File: config.mk
export PLATFORM = sky130hd
export DESIGN_NAME = fwd_hazard_unit
export DESIGN_NICKNAME = d
export VERILOG_FILES = /design/src/rtl/fwd_hazard_unit.sv
export SDC_FILE = /design/constraint.sdc
export NUM_CORES = 1
export LEC_CHECK = 0
export ABC_AREA = 0
export CORE_UTILIZATION = 51
export DETAILED_ROUTE_END_ITERATION = 10
export HOLD_SLACK_MARGIN = 0.15
export PLACE_DENSITY_LB_ADDON = 0.25
export RECOVER_POWER = 100
export SLEW_MARGIN = 0
export SYNTH_ARGS = -nofsm -noshare
export SYNTH_HDL_FRONTEND = slang
export SYNTH_SLANG_ARGS = --single-unit
File: constraint.sdc
create_clock -name clk -period 5.6 [get_ports clk]
set_input_delay 0.84 -clock clk [delete_from_list [all_inputs] [get_ports clk]]
set_output_delay 0.84 -clock clk [all_outputs]
set_load 0.05 [all_outputs]
File: src/rtl/fwd_hazard_unit.sv
// Scoreboard-based RAW/WAW hazard detection with zero-latency operand forwarding.
// Optional stall-cycle counter is built only when FWD_STALL_CNT_EN is defined.
module fwd_hazard_unit #(
    parameter  int DATA_W  = 32,
    parameter  int REG_AW  = 5,
    parameter  int NSRC    = 2,
    parameter  int NFWD    = 2,
    parameter  int MAX_LAT = 4,
    localparam int LAT_W   = $clog2(MAX_LAT + 1)
) (
    input  logic                     clk,
    input  logic                     rst,
    input  logic                     issue_valid,
    input  logic                     issue_wen,
    input  logic [REG_AW-1:0]        issue_rd,
    input  logic [LAT_W-1:0]         issue_lat,
    input  logic                     flush,
    input  logic [NSRC-1:0]          src_used,
    input  logic [NSRC*REG_AW-1:0]   src_addr,
    input  logic [NSRC*DATA_W-1:0]   src_rdata,
    input  logic [NFWD-1:0]          fwd_valid,
    input  logic [NFWD*REG_AW-1:0]   fwd_rd,
    input  logic [NFWD*DATA_W-1:0]   fwd_data,
    output logic [NSRC*DATA_W-1:0]   src_fdata,
    output logic                     stall,
    output logic [31:0]              stall_cycles
);

    localparam int               NREG      = 1 << REG_AW;
    localparam logic [LAT_W-1:0] LAT_MAX_V = LAT_W'(MAX_LAT);

    logic [LAT_W-1:0] r_pend [NREG];
    logic [LAT_W-1:0] w_latClamped;
    logic             w_rawHazard;
    logic             w_wawHazard;
    logic             w_stall;
    logic             w_accept;
    logic             w_load;

    always_comb begin
        w_latClamped = (issue_lat > LAT_MAX_V) ? LAT_MAX_V : issue_lat;
    end

    // A used operand stalls while its producer's result is still off the buses.
    always_comb begin
        w_rawHazard = 1'b0;
        for (int i = 0; i < NSRC; i++) begin
            if (src_used[i] && (src_addr[i*REG_AW +: REG_AW] != '0) &&
                (r_pend[src_addr[i*REG_AW +: REG_AW]] != '0)) begin
                w_rawHazard = 1'b1;
            end
        end
    end

    always_comb begin
        w_wawHazard = issue_wen && (issue_rd != '0) && (r_pend[issue_rd] > w_latClamped);
        w_stall     = !rst && issue_valid && (w_rawHazard || w_wawHazard);
        w_accept    = issue_valid && !w_stall && !flush;
        w_load      = w_accept && issue_wen && (issue_rd != '0);
    end

    // A fresh load of a register's latency takes priority over its countdown.
    always_ff @(posedge clk or posedge rst) begin
        if (rst) begin
            for (int r = 0; r < NREG; r++) begin
                r_pend[r] <= '0;
            end
        end else if (flush) begin
            for (int r = 0; r < NREG; r++) begin
                r_pend[r] <= '0;
            end
        end else begin
            for (int r = 0; r < NREG; r++) begin
                if (r == 0) begin
                    r_pend[r] <= '0;
                end else if (w_load && (issue_rd == REG_AW'(r))) begin
                    r_pend[r] <= w_latClamped;
                end else if (r_pend[r] != '0) begin
                    r_pend[r] <= r_pend[r] - LAT_W'(1);
                end
            end
        end
    end

    // Walk buses oldest to youngest so the youngest match is written last and wins.
    always_comb begin
        src_fdata = src_rdata;
        for (int i = 0; i < NSRC; i++) begin
            for (int j = NFWD - 1; j >= 0; j--) begin
                if (fwd_valid[j] && (src_addr[i*REG_AW +: REG_AW] != '0) &&
                    (fwd_rd[j*REG_AW +: REG_AW] == src_addr[i*REG_AW +: REG_AW])) begin
                    src_fdata[i*DATA_W +: DATA_W] = fwd_data[j*DATA_W +: DATA_W];
                end
            end
        end
    end

    assign stall = w_stall;

`ifdef FWD_STALL_CNT_EN
    logic [31:0] r_stallCnt;

    always_ff @(posedge clk or posedge rst) begin
        if (rst) begin
            r_stallCnt <= '0;
        end else if (w_stall && (r_stallCnt != 32'hFFFF_FFFF)) begin
            r_stallCnt <= r_stallCnt + 32'd1;
        end
    end

    assign stall_cycles = r_stallCnt;
`else
    assign stall_cycles = 32'd0;
`endif

endmodule
Word-level counts from Yosys, hierarchy flattened
Cells that the tools add are included.
{ "word_totals": {"regBits": 96, "memories": 0, "output_inout_bits": 97, "ramBits": 0, "elab_cells": 307, "rom_bits": 0, "input_bits": 165, "latchBits": 0} }
{ "classes": {"magnitude_cmp": 5, "n_bitwise": 3, "n_mux": 79, "n_mul": 0, "addsub": 31, "reduce_logical": 122, "n_div": 0, "eq_ne": 35, "n_shift": 0} }
{ "op_table": {"columns": ["op", "n"], "rows": [
  ["2-to-1 mux 3 bit", 69],
  ["nonzero test 3 bit", 64],
  ["2-to-1 mux 32 bit", 4],
  ["2-to-1 mux 93 bit", 1],
  ["subtractor 3 x 1 -> 3 bit, second input constant", 31],
  ["== test 5 bit, second input constant", 16],
  ["logical AND 1 bit", 51],
  ["binary-select mux 3 bit (select 5 bit)", 3],
  ["== test 5 x 4 -> 1 bit, second input constant", 8],
  ["== test 5 x 3 -> 1 bit, second input constant", 4],
  ["== test 5 bit", 4],
  ["greater-or-equal comparator 6 bit, second input constant", 3],
  ["NOT 5 -> 6 bit", 3],
  ["nonzero test 5 bit", 3],
  ["== test 5 x 2 -> 1 bit, second input constant", 2],
  ["== test 5 x 1 -> 1 bit, second input constant", 1],
  ["> comparator 3 bit", 1],
  ["> comparator 3 bit, second input constant", 1],
  ["zero test 1 bit", 3],
  ["2-to-1 mux 1 bit", 2],
  ["logical OR 1 bit", 1]
]} }

Depth between registers and ports, before layout
Gate-level depths: netlist of run 1.
{ "logic_depth": {"ltp_word": 18, "depth_mapped": 18, "ltp_nobuf": 14} }

Worst setup path before layout of run 1
Ideal clock, no wire load.
{ "synth_timing": {"kind": "in2out", "from": "in issue_rd[0]", "to": "out stall", "path_stages": 12, "arrival_time_ns": 4.473, "path_slack_ns": 0.287, "required_time_ns": 4.760, "n_path_buf": 2, "cell_sequence": "buf_1 -> clkbuf_1 -> mux4_2 -> mux4_2 -> mux2_2 -> ha_1 -> nor2b_1 -> o21ai_0 -> a211oi_1 -> or4_1 -> a21oi_1 -> inv_1"} }
{ "synth_between": {"elab_chain_len": 8, "word_cells_on_any_way": 10, "cone_classes": "order compare (1); mux (3); bitwise (1); reduce/logical (5)"} }
{ "synth_lines": {"columns": ["item", "line_no", "text"], "rows": [
  ["from (decl)", "15", "input logic [REG_AW-1:0] issue_rd,"],
  ["NOT 5 -> 6 bit (implied by the code)", "56", "w_wawHazard = issue_wen && (issue_rd != '0) && (r_pend[issue_rd] > w_latClamped);"],
  ["binary-select mux 3 bit (select 5 bit)", "56", null],
  ["2-to-1 mux 3 bit (implied by the code) (2 in a row)", "56", null],
  ["> comparator 3 bit", "56", null],
  ["logical AND 1 bit *", "56", null],
  ["logical OR 1 bit *", "57", "w_stall = !rst && issue_valid && (w_rawHazard || w_wawHazard);"],
  ["logical AND 1 bit *", "57", null],
  ["to (decl)", "25", "output logic stall,"]
]} }
Every way passes the cells marked *; elsewhere a longest branch is shown, timed or not. The select of a mux whose other input is x is not followed.

Worst setup path in the final report of run 1
{ "layout_timing": {"from": "in issue_rd[1]", "to": "out stall"} }
The elaborated chain is that of the path after synthesis.

==> results of run 1 <==
[cells in the mapped netlist, drive strengths merged (6+ instances only)]
cell type,instances
dfrtp,93
a211oi,6
buf,53
nor2,171
nor3,30
xnor2,8
mux2,95
xor2,41
nand3,7
nand2,81
a21oi,72
a2111oi,6
mux4,34
ha,65
o21ai,70
clkbuf,50
mux2i,69
nor4,39
inv,101
nor2b,9
[cell families (layout without fill, tap and decap cells)]
group / Yosys count / in the layout / share of synthesized area
compound gates: 179 / 179 / 0.103
xor+xnor: 49 / 49 / 0.0431
fa+ha+maj: 65 / 65 / 0.0816
buf+inv: 204 / 381 / 0.0925
flops: 93 / 93 / 0.234
mux: 198 / 198 / 0.254
other cells: 1 / 34 / 0.000376
simple gates: 368 / 368 / 0.192
[how the worst max path moves through the flow]
stage,start,to,slack (ps),depth (start not counted)
6_report,issue_rd[1],stall,230,13
5_1_grt,issue_rd[1],stall,40,13
4_1_cts,issue_rd[1],stall,250,13
3_5_place_dp,issue_rd[1],r_pend[38]$_DFFE_PP0P_,60,14
3_3_place_gp,issue_rd[1],r_pend[38]$_DFFE_PP0P_,130,14
2_1_floorplan,issue_rd[0],stall,290,12
[layout make-up]
type,count,area (um2)
Clock inverter,4,50.0
Antenna cell,2,5.00
Inverter,101,380
Tap cell,260,325
Fill cell,1633,6620
Sequential cell,93,2330
Multi-Input combinational cell,891,6690
Timing Repair Buffer,265,2330
Clock buffer,11,233
[layout by cell type, fill, tap and decap left out, types with 9 or more instances in the layout]
cell	synthesis	routed
nor3_1	30	30
mux4_2	34	34
clkdlybuf4s50_1	0	159
a21oi_1	72	72
dlygate4sd3_1	0	29
dfrtp_1	93	93
buf_4	36	27
inv_1	101	100
ha_1	65	65
conb_1	1	32
nor4_2	0	11
clkbuf_1	49	44
mux2_2	95	92
clkbuf_16	0	9
nor4_1	22	28
nand2_1	81	81
xor2_1	41	41
o21ai_0	69	69
nor2_1	171	169
mux2i_1	69	69
[per-stage QoR]
| step | power (W) | area (um2) | instances | setup slack [ps] | hold WS [ps] |
|---|---|---|---|---|---|
| floorplan | 0.00373 | 10100 | 1188 | 287 | 638 |
| global placement | 0.00438 | 12700 | 1610 | 127 | 678 |
| detailed placement | 0.00453 | 12700 | 1610 | 63.9 | 698 |
| CTS | 0.00516 | 13000 | 1625 | 251 | 711 |
| global route | 0.00558 | 12300 | 1627 | 35.5 | 760 |
| finish | 0.00510 | 12300 | 1627 | 233 | 710 |
[worst min-delay path, stage by stage, from the launching register on]
cell and delay [ps]:
dfrtp_1 390, a21oi_1 80, nor2_1 70, mux2_2 140
[metal layers]
layer  vias to the layer above  global-route usage  wire [um]
met5                         -                   0          0
met3                        83              0.0769       2760
met1                      4538               0.384      12500
met4                         0               0.140       1200
li1                       4406                   -          -
met2                       456               0.556      15900
[power by group]
part / switching (W) / internal (W)
registers: 0.000442 / 0.000979
clock network: 0.000258 / 0.000343
logic: 0.00157 / 0.00150
total: 0.00227 / 0.00282
==> impl_metrics.ini, run 1 <==
[setup_path]
cpLargestDelayFamily = multiplexers
arrival_ps = 4530
reg2reg_from = r_pend[28]$_DFFE_PP0P_
crit_fanout = 25
r2r_end = r_pend[8]$_DFFE_PP0P_
required_ps = 4760
r2r_setup_slack_ps = 1020
crit_type = input pin to output pin
path_buf_inv = 4
cp-end-kind = output pin
start_kind = input pin
reg2regPathDepth = 12
crit_top_cell = mux4_2
cp_slowest_stage_delay_ps = 540
path_cells = clkdlybuf4s50_1 > buf_12 > mux4_2 > mux4_2 > mux2_2 > ha_1 > nor2b_1 > o21ai_0 > a211oi_1 > or4_1 > a21oi_1 > inv_1 > buf_4
slowest_stage = or4_1

[timing]
period_minus_slack_ps = 5370
max_slew_margin = -0.416
setup_viol = 0
final_max_slew_viol_count = 47
fmax_mhz = 186
report.final.hold_viol_count = 0
rsz0062_at_grt = false
skew_ps = 9.06
min_period_over_period = 0.958
tns_ps = 0
tightest_slew_ps = 2110

[placement]
place.gp.congestion = 0.964
place_hpwl_mm = 25.0
port_buffers = 229

[drt]
dr.first_iter.drc_count = 818
vias = 9483
drt-total-wl_mm = 32.4
vias_per_cell = 5.83
dr.pass1.iters = 6
drc_errors = 0
routedWlPerCell_um = 19.9
drtAntennaViolNets = 0

[cts]
cts_sinks = 93
cts_root_buf = clkbuf_16
post_cts_buffers = 0
clock_latency_ps = 360
cts-hold-fix-buffers = 0
htreeDepth = 3
cts_buffer_depth = 2
clk_pin_slew_ps = 60
cts_tree = built
cts_resized = 0
cts-buffers-inserted = 9

[synth]
synth_enable_flop_cells = 0
ys_seq_area_frac = 0.234
synth_flop_cell = dfrtp_1
avgSynthCellArea_um2 = 8.61
synth_cells = 1157
synth_area_leaders = dfrtp_1 (23%), mux2_2 (11%), ha_1 (8.2%)
yosys.area.top_type = dfrtp_1
ys_types = 50
synth_async_sr_flop_share = 1.00
syn_area_mm2 = 0.00996
yosys.area.top_type_share = 0.234
yosys_warnings = 0
ys_seq_elements = 93

[floorplan]
die_h_um = 142
start_util = 0.526
core.rowCount = 50
core-area_mm2 = 0.0190
die_w_um = 142
fp.dieArea_mm2 = 0.0201
num_io_pins = 262

[power_and_ir_drop]
ir_worst_vdd_v = 0.000351
p_leak_nw = 5.22
power_density_mw_per_mm2 = 413

[grt]
grt_pass1_vias = 9194
antenna_found_initial = 2
grt_pass1_wl_mm = 49.7
grt_use_total = 0.323
grt_max_degree = 65
grt_overflow = 0

[layout]
drive_gt1_frac = 0.143
utilization = 0.651
area.growth.synth_to_final_pct = 23.8
top_register = r_pend
largest_register_ffs = 93
nets = 1591
reg_top3 = r_pend (93)

[worst_hold_path]
hold_depth = 3
min_from = r_pend[50]$_DFFE_PP0P_
hold_end = r_pend[50]$_DFFE_PP0P_
hold_class = flop to flop

[flow_run]
max-cap-violations = 1

[status]
outcome = complete, but fails checks
violations = capacitance limit, slew limit
No activity file was read; power rests on OpenSTA's default activity.
==> inputs of run 2 (changes only) <==
CTS_BUF_LIST = sky130_fd_sc_hd__clkbuf_8   (was unset)
==> run 2 against run 1 <==
The flow still finishes with violations (capacitance limit, slew limit). Die area unchanged. Utilization is 0.63 points lower. Global-route usage about the same. Clock-buffer cell count fell by 2. Non-clock buffer count did not move. Via count decreased by 0.69%. Routed wire length fell by 0.47%. Hold slack lost 7.2 ps. First-iteration DRC count grew 3.9%. Clock skew increased by 9.6 ps. Combinational power barely moved. Largest power group unchanged.
==> impl_metrics.ini, run 2 (synthesis gave the netlist of run 1 again) <==
[setup_path]
cp-startpoint = issue_rd[1]
arrival_ps = 4520
start_kind = input pin
required_ps = 4760
cp_slowest_stage_delay_ps = 530
cpLargestDelayFamily = multiplexers
reg2reg_from = r_pend[4]$_DFFE_PP0P_
crit_fanout = 25
crit_top_cell = mux4_2
path_buf_inv = 4
slowest_stage = or4_1
path_cells = clkdlybuf4s50_1 > buf_12 > mux4_2 > mux4_2 > mux2_2 > ha_1 > nor2b_1 > o21ai_0 > a211oi_1 > or4_1 > a21oi_1 > inv_1 > buf_4
crit_type = input pin to output pin
cp-end-kind = output pin

[layout]
nets = 1591
top_register = r_pend
final_common_cell = nor2_1
utilization = 0.645
reg_top3 = r_pend (93)
drive_gt1_frac = 0.139
fill_cells = 1649
area.growth.synth_to_final_pct = 22.6
mostFrequentLayoutCells = nor2_1 (169), clkdlybuf4s50_1 (159), inv_1 (102), dfrtp_1 (93), mux2_2 (92)
largest_register_ffs = 93

[cts]
cts_root_buf = clkbuf_8
cts_sinks = 93
cts_tree = built
cts_resized = 0
clk_pin_slew_ps = 90
cts-buffers-inserted = 9
htreeDepth = 3
post_cts_buffers = 0
cts_buffer_depth = 2
cts-hold-fix-buffers = 0
clock_latency_ps = 400

[grt]
antenna_found_initial = 2
grt_overflow = 0
grt_pass1_vias = 9162
grt_max_degree = 65
grt_pass1_wl_mm = 49.6
grt_use_total = 0.323

[floorplan]
core-area_mm2 = 0.0190
fp.dieArea_mm2 = 0.0201
start_util = 0.526
die_h_um = 142
die_w_um = 142
core.rowCount = 50
num_io_pins = 262

[drt]
drtAntennaViolNets = 0
routedWlPerCell_um = 19.8
dr.pass1.iters = 8
drt-total-wl_mm = 32.3
vias_per_cell = 5.79
dr.first_iter.drc_count = 850
vias = 9418
drc_errors = 0

[power_and_ir_drop]
p_leak_nw = 5.18
power_density_mw_per_mm2 = 403
ir_worst_vdd_v = 0.000331

[timing]
skew_ps = 18.7
fmax_mhz = 187
tns_ps = 0
period_minus_slack_ps = 5360
tightest_slew_ps = 2110
max_slew_margin = -0.411
final_max_slew_viol_count = 47
min_period_over_period = 0.957
rsz0062_at_grt = false
setup_viol = 0
report.final.hold_viol_count = 0

[status]
outcome = complete, but fails checks
violations = capacitance limit, slew limit

[flow_run]
max-cap-violations = 1

[worst_hold_path]
hold_class = flop to flop
min_from = r_pend[13]$_DFFE_PP0P_

[placement]
place_hpwl_mm = 25.0
port_buffers = 229
place.gp.congestion = 0.964
-- run 2: cell count changes in the layout (fill, tap and decap cells not counted) --
cell,delta
clkbuf_16,-9
nor4_1,+4
nor4_2,-5
clkbuf_2,-1
inv_1,+2
clkbuf_1,-1
clkbuf_8,+9
nor4_4,+1
-- run 2: through the flow --
stage | power (W) | setup slack (ps) | hold slack [ps] | area, um2 | cells
floorplan | 0.00373 | 287 | 638 | 10100 | 1188
global placement | 0.00438 | 127 | 678 | 12700 | 1610
detailed placement | 0.00453 | 63.9 | 698 | 12700 | 1610
CTS | 0.00499 | 251 | 717 | 12900 | 1625
global route | 0.00541 | 35.9 | 765 | 12200 | 1627
finish | 0.00492 | 243 | 703 | 12200 | 1627
-- run 2: per-layer routing --
layer  share of wire  up-vias  global-route usage  routed length (um)
met5               0        -                   0                   0
met3           0.089       91              0.0736                2880
met1            0.38     4474               0.382               12300
li1                -     4404                   -                   -
met2            0.49      449               0.560               15800
met4           0.040        0               0.139                1280
-- run 2: worst min-delay path, stage by stage (launching register included) --
cell,delay [ps]
dfrtp_1,380
a21oi_1,80
nor2_1,80
mux2_1,130
-- run 2: worst paths after layout --
kind                                          end  slack, ps  cells past startpoint
max                                         stall        240                     13
min                        r_pend[13]$_DFFE_PP0P_        700                      3
max reg2reg                 r_pend[8]$_DFFE_PP0P_       1030                     12
min reg2reg                r_pend[13]$_DFFE_PP0P_        700                      3
max in group asynchronous   r_pend[0]$_DFFE_PP0P_       2130                      3
min in group asynchronous  r_pend[59]$_DFFE_PP0P_       1530                      2
-- run 2: report_power, final --
| part | total, W | switching [W] | internal, W |
|---|---|---|---|
| logic | 0.00306 | 0.00157 | 0.00150 |
| clock network | 0.000443 | 0.000243 | 0.000200 |
| registers | 0.00141 | 0.000437 | 0.000977 |
-- run 2: area by class of cell --
type | count | area [um2] | area share
antenna | 2 | 5.00 | 0.000410
tap | 260 | 325 | 0.0266
clock inverter | 6 | 57.6 | 0.00471
sequential | 93 | 2330 | 0.190
multi-input combinational | 891 | 6670 | 0.546
inverter | 101 | 380 | 0.0311
timing repair buffer | 265 | 2330 | 0.190
clock buffer | 9 | 124 | 0.0101
==> inputs of run 3 (changes only) <==
GPL_ROUTABILITY_DRIVEN = 0   (was unset)
SKIP_LAST_GASP = 1   (was unset)
==> run 3 against run 2 <==
The flow still finishes with violations (capacitance limit, slew limit). Utilization increased by 0.22 points. Design area increased by 0.35%. Combinational power hardly changed. Global-route usage fell by 0.077 points. Non-clock buffer count stayed put. Clock-buffer cell count unchanged. Via count is 0.14% lower. Clock power about the same. Flip-flop and latch count unchanged. Setup slack got worse by 98 ps. Maximum frequency down 1.8%. Power is 0.32% higher.
==> impl_metrics.ini, run 3 (synthesis gave the netlist of run 1 again) <==
[status]
outcome = complete, but fails checks
violations = capacitance limit, slew limit

[timing]
timing.hold.ws_ps = 722
layout_setup_ws_ps = 144
setup_viol = 0
period_minus_slack_ps = 5460
min_period_over_period = 0.974
rsz0062_at_grt = false
tns_ps = 0
tightest_slew_ps = 2190
max_slew_margin = -0.467
final_max_slew_viol_count = 50
skew_ps = 11.0
fmax_mhz = 183
report.final.hold_viol_count = 0

[layout]
multi_input_area_mm2 = 0.00671
fill_cells = 1664
mostFrequentLayoutCells = nor2_1 (169), clkdlybuf4s50_1 (159), inv_1 (101), mux2_2 (94), dfrtp_1 (93)
largest_register_ffs = 93
nets = 1591
area.growth.synth_to_final_pct = 23.0
final_common_cell = nor2_1
reg_top3 = r_pend (93)
top_register = r_pend
drive_gt1_frac = 0.149
ff_latch_area_mm2 = 0.00233

[flow_run]
max-cap-violations = 1

[grt]
grt_overflow = 0
grt_pass1_wl_mm = 49.2
grt_max_degree = 96
grt_use_total = 0.322
grt_pass1_vias = 9004
antenna_found_initial = 2

[setup_path]
cpLargestDelayFamily = multiplexers
path_cells = clkdlybuf4s50_1 > buf_12 > mux4_2 > mux4_2 > mux2_2 > ha_1 > nor2b_1 > o21ai_0 > a211oi_1 > or4_1 > a21oi_1 > inv_1 > clkbuf_4
crit_type = input pin to output pin
path_buf_inv = 4
arrival_ps = 4620
crit_fanout = 25
cp_slowest_stage_delay_ps = 550
slowest_stage = or4_1
start_kind = input pin
crit_top_cell = mux4_2
required_ps = 4760
cp-end-kind = output pin

[floorplan]
num_io_pins = 262
die_w_um = 142
start_util = 0.526
core-area_mm2 = 0.0190
core.rowCount = 50
fp.dieArea_mm2 = 0.0201
die_h_um = 142

[power_and_ir_drop]
ir_worst_vdd_v = 0.000292
power_density_mw_per_mm2 = 403
p_leak_nw = 5.19

[drt]
drt-total-wl_mm = 32.3
drtAntennaViolNets = 0
routedWlPerCell_um = 19.8
vias_per_cell = 5.78
drc_errors = 0
dr.first_iter.drc_count = 866
dr.pass1.iters = 5
vias = 9405

[cts]
cts_resized = 0
cts_root_buf = clkbuf_8
clock_latency_ps = 390
cts_buffer_depth = 2
cts-buffers-inserted = 9
post_cts_buffers = 0
cts_sinks = 93
cts-hold-fix-buffers = 0
htreeDepth = 3
clk_pin_slew_ps = 80
cts_tree = built

[placement]
place_hpwl_mm = 24.9
port_buffers = 229
place_ws_ps = 29.8

[worst_hold_path]
hold_class = flop to flop
## run 3: cell count changes in the layout (fill, tap and decap cells not counted), sizes merged
cell      delta
clkinv       +2
clkinvlp     -1
inv          -1
## run 3: final timing paths
kind / from / cells past startpoint / slack [ps] / to
worst max-delay path: issue_rd[1] / 13 / 140 / stall
worst min-delay path: r_pend[14]$_DFFE_PP0P_ / 3 / 720 / r_pend[14]$_DFFE_PP0P_
worst max register to register: r_pend[34]$_DFFE_PP0P_ / 13 / 920 / r_pend[67]$_DFFE_PP0P_
worst min register to register: r_pend[14]$_DFFE_PP0P_ / 3 / 720 / r_pend[14]$_DFFE_PP0P_
max in group asynchronous: rst / 3 / 2140 / r_pend[30]$_DFFE_PP0P_
min in group asynchronous: rst / 2 / 1540 / r_pend[64]$_DFFE_PP0P_
## run 3: layout make-up
cell class              count  area share
clock inverters             6     0.00459
repair buffers            265       0.190
multi-input cells         891       0.548
flip-flops and latches     93       0.190
inverters                 101      0.0310
clock buffers               9      0.0101
diodes                      2    0.000408
well taps                 260      0.0265
## run 3: worst register-to-register path, cell delays in order (launching register included)
cell and delay, ps:
dfrtp_1 460, mux4_2 480, mux4_2 500, mux2_2 280, ha_1 280, nor2b_1 130, o21ai_0 150, a211oi_1 130
or4_1 550, and2_1 330, clkbuf_2 290, nor4_1 390, clkbuf_1 230, mux2_2 360
## run 3: power by group
part	switching, W	internal (W)
clock network	0.000243	0.000200
registers	0.000433	0.000977
logic	0.00159	0.00150
total	0.00226	0.00267
## run 3: layer usage
metal / wire [um] / share of wire / track usage
met5: 0 / 0 / 0
met4: 1130 / 0.035 / 0.165
met3: 2930 / 0.091 / 0.0746
met2: 15900 / 0.49 / 0.546
met1: 12400 / 0.38 / 0.382
## run 3: stage by stage
stage | utilization | total power [W] | instance area, um2 | cells
2_1_floorplan | - | 0.00373 | 10100 | 1188
3_3_place_gp | 0.670 | 0.00439 | 12700 | 1610
3_5_place_dp | 0.670 | 0.00453 | 12700 | 1610
4_1_cts | 0.680 | 0.00499 | 12900 | 1625
5_1_grt | 0.647 | 0.00541 | 12300 | 1627
6_report | 0.647 | 0.00494 | 12300 | 1627
